<file path="config.mk">
export PLATFORM = sky130hd
export DESIGN_NAME = collector_uart
export DESIGN_NICKNAME = d
export VERILOG_FILES = /design/src/rtl/collector_uart.sv
export SDC_FILE = /design/constraint.sdc
export NUM_CORES = 1
export LEC_CHECK = 0
export CORE_MARGIN = 2
export CORE_UTILIZATION = 60
export CTS_CLUSTER_DIAMETER = 30
export DETAILED_ROUTE_END_ITERATION = 8
export DONT_BUFFER_PORTS = 1
export HOLD_SLACK_MARGIN = 0.05
export PLACE_DENSITY = 0.82
export SETUP_SLACK_MARGIN = 0.5
export SKIP_LAST_GASP = 1
export SYNTH_ARGS = -nofsm -noshare
export SYNTH_HDL_FRONTEND = slang
export SYNTH_SLANG_ARGS = --single-unit
</file>
<file path="constraint.sdc">
create_clock -name i_clk -period 8.07 [get_ports i_clk]
set_clock_uncertainty 0.1 [all_clocks]
set_input_delay 0.807 -clock i_clk [delete_from_list [all_inputs] [get_ports i_clk]]
set_output_delay 0.807 -clock i_clk [all_outputs]
set_load 0.05 [all_outputs]
</file>
<file path="src/rtl/collector_uart.sv">
// 8N1 UART receiver with a one-entry AXI-stream-style output register.
// Samples mid-bit from a 2-flop synchronised line; flags overruns and bad stop bits.
module collector_uart #(
  parameter int unsigned clk_freq_hz = 25_000_000,
  parameter int unsigned baud_rate   = 57600
) (
  input  logic       i_clk,
  input  logic       i_rst_n,
  input  logic       i_uart_rx,
  output logic [7:0] o_tdata,
  output logic       o_tvalid,
  input  logic       i_tready,
  output logic       o_overrun,
  output logic       o_frame_err
);

  localparam int unsigned CLKS  = clk_freq_hz / baud_rate;
  localparam int unsigned CW    = (CLKS > 2) ? $clog2(CLKS) : 1;
  localparam int unsigned HALF  = CLKS / 2 - 1;
  localparam int unsigned FULL  = CLKS - 1;
  localparam int unsigned DBITS = 8;
  localparam int unsigned BW    = $clog2(DBITS);

  typedef enum logic [2:0] {
    S_IDLE,
    S_START,
    S_DATA,
    S_STOP,
    S_WAIT_IDLE
  } state_t;

  state_t            state_q, state_d;
  logic              rx_meta, rx_s;
  logic [CW-1:0]     cnt_q, cnt_d;
  logic [BW-1:0]     bit_q, bit_d;
  logic [DBITS-1:0]  shift_q, shift_d;
  logic [DBITS-1:0]  tdata_d;
  logic              tvalid_d;
  logic              overrun_d;
  logic              frame_err_d;
  logic              expire_c;

  // Line is idle high, so the synchroniser resets to 1 to avoid a false start.
  always_ff @(posedge i_clk or negedge i_rst_n) begin
    if (!i_rst_n) begin
      rx_meta <= 1'b1;
      rx_s    <= 1'b1;
    end else begin
      rx_meta <= i_uart_rx;
      rx_s    <= rx_meta;
    end
  end

  assign expire_c = (cnt_q == '0);

  always_ff @(posedge i_clk or negedge i_rst_n) begin
    if (!i_rst_n) begin
      state_q     <= S_IDLE;
      cnt_q       <= '0;
      bit_q       <= '0;
      shift_q     <= '0;
      o_tdata     <= '0;
      o_tvalid    <= 1'b0;
      o_overrun   <= 1'b0;
      o_frame_err <= 1'b0;
    end else begin
      state_q     <= state_d;
      cnt_q       <= cnt_d;
      bit_q       <= bit_d;
      shift_q     <= shift_d;
      o_tdata     <= tdata_d;
      o_tvalid    <= tvalid_d;
      o_overrun   <= overrun_d;
      o_frame_err <= frame_err_d;
    end
  end

  // Next-state, baud timing and output-register update.
  always_comb begin
    state_d     = state_q;
    cnt_d       = expire_c ? cnt_q : cnt_q - CW'(1);
    bit_d       = bit_q;
    shift_d     = shift_q;
    tdata_d     = o_tdata;
    tvalid_d    = o_tvalid && !i_tready;
    overrun_d   = 1'b0;
    frame_err_d = 1'b0;

    unique case (state_q)
      S_IDLE: begin
        if (!rx_s) begin
          cnt_d   = CW'(HALF);
          state_d = S_START;
        end
      end
      S_START: begin
        if (expire_c) begin
          if (!rx_s) begin
            cnt_d   = CW'(FULL);
            bit_d   = '0;
            state_d = S_DATA;
          end else begin
            state_d = S_IDLE;
          end
        end
      end
      S_DATA: begin
        if (expire_c) begin
          shift_d = {rx_s, shift_q[DBITS-1:1]};
          cnt_d   = CW'(FULL);
          bit_d   = BW'(bit_q + BW'(1));
          if (bit_q == BW'(DBITS - 1)) begin
            state_d = S_STOP;
          end
        end
      end
      S_STOP: begin
        // Leave at mid stop bit so a back-to-back start edge is not missed.
        if (expire_c) begin
          if (rx_s) begin
            if (!o_tvalid || i_tready) begin
              tdata_d  = shift_q;
              tvalid_d = 1'b1;
            end else begin
              overrun_d = 1'b1;
            end
            state_d = S_IDLE;
          end else begin
            frame_err_d = 1'b1;
            state_d     = S_WAIT_IDLE;
          end
        end
      end
      S_WAIT_IDLE: begin
        if (rx_s) begin
          state_d = S_IDLE;
        end
      end
      default: begin
        state_d = S_IDLE;
      end
    endcase
  end

endmodule

</file>
==> key figures <==
Status
  – Status: completed

STA
  – Max frequency: 0.330 GHz
  – Endpoints failing hold: 0
  – Final worst slack: 5040 ps
  – Period utilization: 0.375
  – Rel. slew slack: 0.413
  – Final Slew Violations: 0
  – Tightest Pin Transition: 877 ps
  – Setup_tns: 0 ps
  – Crit path time final: 3030 ps
  – RSZ-0062 raised after global routing: false
  – Setup violations, final: 0

Place
  – Dpl cells: 158
  – Port Buf Inserts: 0
  – Final Wtd Congestion: 0.798
  – Hpwl dp: 2110 um
  – Post-DP Area: 0.00168 mm2
  – Pre-CTS WS: 5060 ps

Route
  – Routed vias: 1056
  – Residual DRC: 0
  – DRT antenna net count: 0
  – Via density: 6.32
  – Initial DRC Count: 44
  – Met2 WL: 1550 um
  – Met3 wire len: 143 um
  – Drt first pass iters: 4
  – DR top layer: met4
  – DR WL/cell: 18.0 um
  – Total Wirelength: 3000 um
  – Wl on met1: 1240 um

Worst setup path
  – Worst Path Max Fanout: 11
  – Arrival time worst endpoint: 3150 ps
  – WP data required: 8200 ps
  – Crit-path max cell delay: 750 ps
  – CP Buf/Inv Count: 2
  – Critical-path cell list: inv_1 -> ha_1 -> or3b_2 -> nor3_4 -> inv_4 -> nor4b_4 -> mux2_2
  – Slowest CP cell: nor4b_4
  – CP Class: reg2reg
  – Crit end category: flop
  – Crit start category: flop
  – CP top delay family: simple AND/OR/NAND/NOR gates

Die
  – Core Area: 0.00271 mm2
  – IO Pins: 15
  – Die width: 56.7 um
  – Num rows: 19
  – Die area: 0.00322 mm2
  – Initial Util: 0.616
  – Die span in y: 56.7 um

Clock network
  – Cts bufs inserted: 5
  – Clock sinks: 36
  – Post-CTS setup buffer count: 0
  – Clock Path Buffers: 2
  – CTS tree: built
  – Clock root buffer: clkbuf_4
  – Post-CTS Resized: 0
  – Worst-path clk slew: 100 ps
  – CTS Hold Bufs: 1
  – Worst skew pair latency: 330 ps
  – H-Tree Depth: 2

GRT
  – Gr usage total: 0.213
  – First-pass GRT wire length: 5100 um
  – Congestion Overflow GR: 0
  – Largest net degree at the start of global routing: 35
  – Vias in the first global route: 1155
  – Initial antenna violation count: 0

Logic synthesis
  – Post-Synthesis Cell Area: 0.00167 mm2
  – Synth top area cells: dfrtp_1, mux2_2, mux2_4, dfstp_2, ha_1
  – Sequential fraction of the synthesis area: 0.541
  – Syn. warnings: 0
  – Top_reg_cell synth: dfrtp_1
  – Cells after Synth: 132
  – Most common cell in the netlist: dfrtp_1
  – Synth top area share: 0.510
  – EDFF count, synth: 0
  – Post-Syn Nets: 140
  – Synth area leader: dfrtp_1
  – Unique masters post-synth: 42
  – Post-synth ARST share: 1.00
  – Synth top cells by count: dfrtp_1, mux2_2, nor2_1, mux2_4
  – Synthesized area per cell: 12.6 um2
  – Post-synthesis register bit count: 36

Finish
  – Design area: 0.00176 mm2
  – Fillers: 216
  – Area Overhead vs Synth: 5.47%
  – Multi-input combinational cell area: 722 um2
  – Nets: 143
  – Share of layout cells above drive strength 1: 0.257
  – Layout Cells excl Fill: 167
  – Diodes inserted: 0
  – FF+latch area: 903 um2

Power and ir drop
  – PwrDens: 162 mW/mm2
  – LEAKAGE: 0.803 nW
  – Max rail drop VDD: 0.152 mV

Min path
  – Hold WC Path Type: in2async

Job
  – Max cap viols: 0
[cell type report]
cell class / count / share of cell area
repair buffers: 1 / 0.0114
flip-flops and latches: 36 / 0.513
clock buffers: 8 / 0.0334
well taps: 31 / 0.0220
inverters: 4 / 0.00995
multi-input cells: 87 / 0.410
[kinds of logic after synthesis]
| group | synth area share |
|---|---|
| flops | 0.541 |
| fa+ha+maj | 0.0300 |
| buf+inv | 0.0262 |
| simple gates | 0.159 |
| compound gates | 0.102 |
| mux | 0.136 |
| xor+xnor | 0.00525 |
[worst reg2reg max path, cell delays in order, from the launching register on]
cell     delay, ps
dfrtp_1        440
inv_1           80
ha_1           190
or3b_2         520
nor3_4         320
inv_4          110
nor4b_4        750
mux2_2         410
[sequential cells by signal, summed over array words and instances (netlist names)]
signal / count
o_frame_err: 1
bit_q: 3
o_overrun: 1
rx_meta: 1
o_tdata: 8
cnt_q: 9
o_tvalid: 1
shift_q: 8
rx_s: 1
state_q: 3
[per-stage QoR]
step	power (mW)	utilization	hold slack, ps
after CTS	0.289	0.650	181
after floorplan	0.186	-	245
after global placement	0.186	0.620	247
final	0.286	0.650	179
after detailed placement	0.186	0.620	248
after global routing	0.299	0.650	164
[final timing paths]
kind	startpoint	end	slack, ps	cells past startpoint
hold / removal	i_rst_n	cnt_q[1]$_DFF_PN0_	180	1
setup / recovery	cnt_q[0]$_DFF_PN0_	shift_q[2]$_DFFE_PN0P_	5040	7
max in group asynchronous	i_rst_n	shift_q[0]$_DFFE_PN0P_	7510	1
setup reg to reg	cnt_q[0]$_DFF_PN0_	shift_q[2]$_DFFE_PN0P_	5040	7
hold reg to reg	rx_meta$_DFF_PN1_	rx_s$_DFF_PN1_	270	0
min in group i_clk	rx_meta$_DFF_PN1_	rx_s$_DFF_PN1_	270	0
[routing by layer]
metal  track usage  vias to the layer above
met5             0                        -
met4        0.0930                        0
met3        0.0945                        7
met2         0.359                       27
met1         0.231                      529
li1              -                      493
[power breakdown]
part	internal, mW	leakage [nW]	switching (mW)
combinational	0.00148	0.293	0.00342
clock	0.0430	0.0326	0.0561
sequential	0.181	0.478	0.000785
[layout by cell type, fill, tap and decap left out, types with 4 or more instances in the layout]
cell type | synthesis | final
clkbuf_4 | 0 | 5
dfrtp_1 | 34 | 34
ha_1 | 4 | 4
mux2_2 | 10 | 10
mux2_4 | 7 | 7
nand2_1 | 5 | 5
nor2_1 | 9 | 9
o21ai_0 | 5 | 5
o31ai_1 | 4 | 4
Note: power is estimated with default switching activity, not from simulation.
